## src/rtl/soc_system_sysid_check.sv

```systemverilog
// Boot-time system ID checker: reads the sysid word and the timestamp over Avalon-MM,
// compares the ID against EXPECTED_ID, and retries the full sequence on timeout or mismatch.
module soc_system_sysid_check #(
   parameter logic [31:0] EXPECTED_ID    = 32'h0000_0000,
   parameter int unsigned START_DELAY    = 16,
   parameter int unsigned TIMEOUT_CYCLES = 255,
   parameter int unsigned MAX_RETRIES    = 3
) (
   input  logic        clock,
   input  logic        reset,
   input  logic        start,
   output logic        avm_address,
   output logic        avm_read,
   input  logic        avm_waitrequest,
   input  logic [31:0] avm_readdata,
   input  logic        avm_readdatavalid,
   output logic [31:0] sys_id,
   output logic [31:0] sys_timestamp,
   output logic        busy,
   output logic        done,
   output logic        id_ok,
   output logic        error,
   output logic [1:0]  retry_count
);

   typedef enum logic [2:0] {
      INIT_WAIT, ID_REQ, ID_RSP, TS_REQ, TS_RSP, CHECK, DONE, FAIL
   } state_t;

   state_t      state_q, state_d;
   logic        read_q, read_d;
   logic        addr_q, addr_d;
   logic [31:0] id_q, id_d;
   logic [31:0] ts_q, ts_d;
   logic [31:0] dly_q, dly_d;
   logic [31:0] tmo_q, tmo_d;
   logic [1:0]  retry_q, retry_d;
   logic        busy_q, done_q, ok_q, err_q;
   logic        tmo_hit, take_retry;

   // Counter value after this cycle would reach the limit.
   assign tmo_hit = (tmo_q + 32'd1) >= TIMEOUT_CYCLES;

   always_comb begin
      state_d    = state_q;
      read_d     = 1'b0;
      addr_d     = addr_q;
      id_d       = id_q;
      ts_d       = ts_q;
      dly_d      = dly_q;
      tmo_d      = tmo_q;
      retry_d    = retry_q;
      take_retry = 1'b0;
      case (state_q)
         INIT_WAIT: begin
            if ((dly_q + 32'd1) >= START_DELAY) begin
               state_d = ID_REQ;
               read_d  = 1'b1;
               addr_d  = 1'b0;
               tmo_d   = '0;
            end else begin
               dly_d = dly_q + 32'd1;
            end
         end
         ID_REQ, TS_REQ: begin
            tmo_d = tmo_q + 32'd1;
            if (tmo_hit) begin
               take_retry = 1'b1;
            end else if (!avm_waitrequest) begin
               state_d = (state_q == ID_REQ) ? ID_RSP : TS_RSP;
            end else begin
               read_d = 1'b1;
            end
         end
         ID_RSP, TS_RSP: begin
            tmo_d = tmo_q + 32'd1;
            if (avm_readdatavalid) begin
               if (state_q == ID_RSP) begin
                  id_d    = avm_readdata;
                  state_d = TS_REQ;
                  read_d  = 1'b1;
                  addr_d  = 1'b1;
                  tmo_d   = '0;
               end else begin
                  ts_d    = avm_readdata;
                  state_d = CHECK;
               end
            end else if (tmo_hit) begin
               take_retry = 1'b1;
            end
         end
         CHECK: begin
            if (id_q == EXPECTED_ID) state_d = DONE;
            else                     take_retry = 1'b1;
         end
         DONE, FAIL: begin
            if (start) begin
               retry_d = '0;
               state_d = ID_REQ;
               read_d  = 1'b1;
               addr_d  = 1'b0;
               tmo_d   = '0;
            end
         end
         default: state_d = INIT_WAIT;
      endcase

      if (take_retry) begin
         if (32'(retry_q) < MAX_RETRIES) begin
            retry_d = (retry_q == 2'd3) ? 2'd3 : retry_q + 2'd1;
            state_d = ID_REQ;
            read_d  = 1'b1;
            addr_d  = 1'b0;
            tmo_d   = '0;
         end else begin
            state_d = FAIL;
            read_d  = 1'b0;
         end
      end
   end

   always_ff @(posedge clock) begin
      if (reset) begin
         state_q <= INIT_WAIT;
         read_q  <= 1'b0;
         addr_q  <= 1'b0;
         id_q    <= '0;
         ts_q    <= '0;
         dly_q   <= '0;
         tmo_q   <= '0;
         retry_q <= '0;
         busy_q  <= 1'b1;
         done_q  <= 1'b0;
         ok_q    <= 1'b0;
         err_q   <= 1'b0;
      end else begin
         state_q <= state_d;
         read_q  <= read_d;
         addr_q  <= addr_d;
         id_q    <= id_d;
         ts_q    <= ts_d;
         dly_q   <= dly_d;
         tmo_q   <= tmo_d;
         retry_q <= retry_d;
         busy_q  <= !(state_d == DONE || state_d == FAIL);
         done_q  <= (state_d == DONE || state_d == FAIL);
         ok_q    <= (state_d == DONE);
         err_q   <= (state_d == FAIL);
      end
   end

   assign avm_read      = read_q;
   assign avm_address   = addr_q;
   assign sys_id        = id_q;
   assign sys_timestamp = ts_q;
   assign busy          = busy_q;
   assign done          = done_q;
   assign id_ok         = ok_q;
   assign error         = err_q;
   assign retry_count   = retry_q;

endmodule

```

## config.mk

```make
export PLATFORM = sky130hd
export DESIGN_NAME = soc_system_sysid_check
export DESIGN_NICKNAME = d
export VERILOG_FILES = /design/src/rtl/soc_system_sysid_check.sv
export SDC_FILE = /design/constraint.sdc
export NUM_CORES = 1
export LEC_CHECK = 0
export BUFFER_PORTS_ARGS = -buffer_cell sky130_fd_sc_hd__buf_2
export CAP_MARGIN = 20
export CELL_PAD_IN_SITES_DETAIL_PLACEMENT = 1
export CELL_PAD_IN_SITES_GLOBAL_PLACEMENT = 2
export CORE_MARGIN = 3
export CORE_UTILIZATION = 25
export DETAILED_ROUTE_END_ITERATION = 10
export GPL_ROUTABILITY_DRIVEN = 0
export HOLD_SLACK_MARGIN = 0.08
export PLACE_DENSITY = 0.69
export SYNTH_ARGS = -nofsm -noshare
export SYNTH_HDL_FRONTEND = slang
export SYNTH_SLANG_ARGS = --single-unit
```

## constraint.sdc

```tcl
create_clock -name clock -period 3.8 [get_ports clock]
set_input_delay 0.38 -clock clock [delete_from_list [all_inputs] [get_ports clock]]
set_output_delay 0.38 -clock clock [all_outputs]
set_load 0.05 [all_outputs]
```

==> impl_metrics.toml <==
[sta]
finalSetupTns_ns = 0
finalHoldViolCount = 0
slew_viol_final = 0
fin_crit_sh_pct = 94.6
setup_viol = 0
fin_skew_ns = 0.0145
rsz0062_at_grt = "false"
slew_headroom_pct = 36.1
fmax_ghz = 0.278
worst_pin_slew_ns = 0.958
min_period_ns = 3.59

[power]
p_leak_nw = 3.10
vdd_drop_max_mv = 0.293
p_per_area_nw_per_um2 = 391
power.total_mw = 3.28

[route]
dr.pass1.iters = 4
vias = 6421
routed_wl_um = 21400
viasPerCell = 4.97
first_iter_violations = 248
drc = 0
ant_nets = 0
routedWlPerCell_um = 16.6

[grt]
grt_pass1_vias = 6469
overflow = 0
grt_pass1_wl_um = 35200
grtUsageTotal_pct = 14.9
grt_antenna_before_repair = 2
grt_max_degree = 69

[synth]
yosys.area.top_type = "dfxtp_1"
synth_area_leaders = "dfxtp_1 41%, nand2_1 9.7%, a21oi_1 6.6%"
yosys.area_share.simple_pct = 31.1
synth_fa_ha_area_share_pct = 0.553
yosysUniqueCellTypes = 70
synth.most_common_cell = "nand2_1"
synth-xor-area-share_pct = 1.81
syn-instance-count = 842
avgSynthCellArea_um2 = 8.06
synth_top_area_share_pct = 41.0
ys_warn_count = 0
syn_area_um2 = 6790
ys_ff_latch = 139
yosys-top-cells-count = "175 x nand2_1, 139 x dfxtp_1, 90 x a21oi_1"
synth_top_family_by_area = "simple AND/OR/NAND/NOR gates"
async_reset_ff_share_pct = 0
synth_compound_area_share_pct = 19.5
yosys_most_used_dff = "dfxtp_1"
synth_mux_area_share_pct = 1.22
ys_seq_area_share_pct = 41.0
synth_edf_count = 0
syn_nets = 882

[cells_and_area]
area_growth_pct = 23.7
final_core_util_pct = 31.9
fin_nets = 983
drive_gt1_share_pct = 23.1

[critical_path]
cp.arrival_ns = 3.92
cp-start-kind = "register"
required_ns = 4.12
critPathKind = "reg2reg"
critPathMaxFanout = 24
end_kind = "register"

[clock_network]
path_clk_slew_ns = 0.07
cts_max_level = 4
cts-root-buf = "clkbuf_16"
cts_made_buffers = 17
clkLatencyLatePin_ns = 0.42
clock_path_buffers = 2
cts_sinks = 139
tritoncts = "yes"

[outcome]
status = "completed"

[floorplan]
die_h_um = 171
core_um2 = 26400
dieArea_um2 = 29200
initial_utilization_pct = 25.7
rows = 59
pin_count = 109
die_w_um = 171

[flow_run]
maxCapViolations = 0

[placed_design]
io_buffers = 108
dp_hpwl_um = 15000

[min_path]
hp-class = "in2reg"
==> power by group <==
group	switching [mW]	internal, mW	leakage (nW)
logic	0.0394	0.0214	1.68
registers	0.00359	1.46	1.12
clock network	0.707	1.05	0.296
total	0.750	2.53	3.10
==> cell usage in the layout, fill, tap and decap left out, types with 13 or more instances in the layout <==
master and n:
nor4_1 20, nand2_1 175, or3_1 18, buf_2 108, and2_1 31, buf_4 31, nor2_1 53, inv_1 13
a21oi_1 89, nand4_1 26, dfxtp_1 138, nand3_1 27, clkbuf_16 17, a311oi_2 18, and3_1 13, o21ai_0 17
==> cell type report <==
cell class                 count  area [um^2]
fill                        3119        18000
multi-input combinational    631         3720
sequential                   139         2780
timing repair buffer         141          805
clock buffer                  18          429
tap                          335          419
clock inverter                14          181
inverter                      13         48.8
antenna                        1         2.50
==> through the flow <==
stage / area [um^2] / worst slack [ns] / instances / hold WS (ns)
6_report: 8390 / 0.207 / 1292 / 0.199
5_1_grt: 8390 / 0.0187 / 1291 / 0.188
4_1_cts: 8380 / 0.0439 / 1291 / 0.175
3_5_place_dp: 7750 / -0.0578 / 1259 / 0.445
3_3_place_gp: 7750 / -0.0134 / 1259 / 0.439
2_1_floorplan: 6790 / 0.0521 / 842 / 0.438
==> state kept, by name, indices dropped and copies added, names as in the netlist <==
| signal | flops |
|---|---|
| retry_count | 2 |
| dly_q | 32 |
| error | 1 |
| done | 1 |
| tmo_q | 32 |
| sys_id | 32 |
| busy | 1 |
| state_q | 3 |
| avm_address | 1 |
| avm_read | 1 |
| id_ok | 1 |
| sys_timestamp | 32 |
==> logic make-up (layout without fill, tap and decap cells) <==
family / Yosys count / in the layout
AND/OR/NAND/NOR: 419 / 419
AO/OA/AOI/OAI: 187 / 187
multiplexers: 8 / 8
flip-flops: 139 / 139
other: 0 / 1
buffers and inverters: 72 / 186
XOR/XNOR: 14 / 14
adder cells (fa/ha/maj): 3 / 3
==> critical path, cell delays in order, from the launching register on <==
cell and delay [ns]:
dfxtp_1 0.41, ha_4 0.19, nand4_1 0.17, nor4_2 0.31
buf_4 0.17, mux2_2 0.32, a2bb2oi_1 0.12, or4_1 0.61
nor4_4 0.34, a21oi_2 0.12, or2_2 0.31, buf_6 0.21
a311oi_1 0.23
==> timing repair <==
| action | CTS | global route |
|---|---|---|
| gates resized for setup | 3 | 3 |
| setup endpoints to repair | 22 | 37 |
| pin swaps | 0 | 1 |
| gates cloned | 0 | 0 |
| hold buffers | 0 | 0 |
| buffers inserted | 0 | 0 |
==> routing by layer <==
layer	vias up	routed length [um]	share of wire, %	global-route usage, %
met1	3070	10200	47	19.6
li1	3216	-	-	-
met3	17	1460	6.8	5.43
met5	-	14	0.065	0
met4	4	182	0.85	3.32
met2	114	9590	45	23.4
==> path summary, 6_finish.rpt <==
kind,start,endpoint,slack [ns],cells after the start
worst max-delay path,tmo_q[1]$_SDFF_PP0_,tmo_q[6]$_SDFF_PP0_,0.21,12
worst min-delay path,avm_readdata[18],sys_timestamp[18]$_SDFFE_PP0P_,0.20,3
worst max register to register,tmo_q[1]$_SDFF_PP0_,tmo_q[6]$_SDFF_PP0_,0.21,12
worst min register to register,sys_timestamp[27]$_SDFFE_PP0P_,sys_timestamp[27]$_SDFFE_PP0P_,0.45,2
No activity file was read; power rests on OpenSTA's default activity.
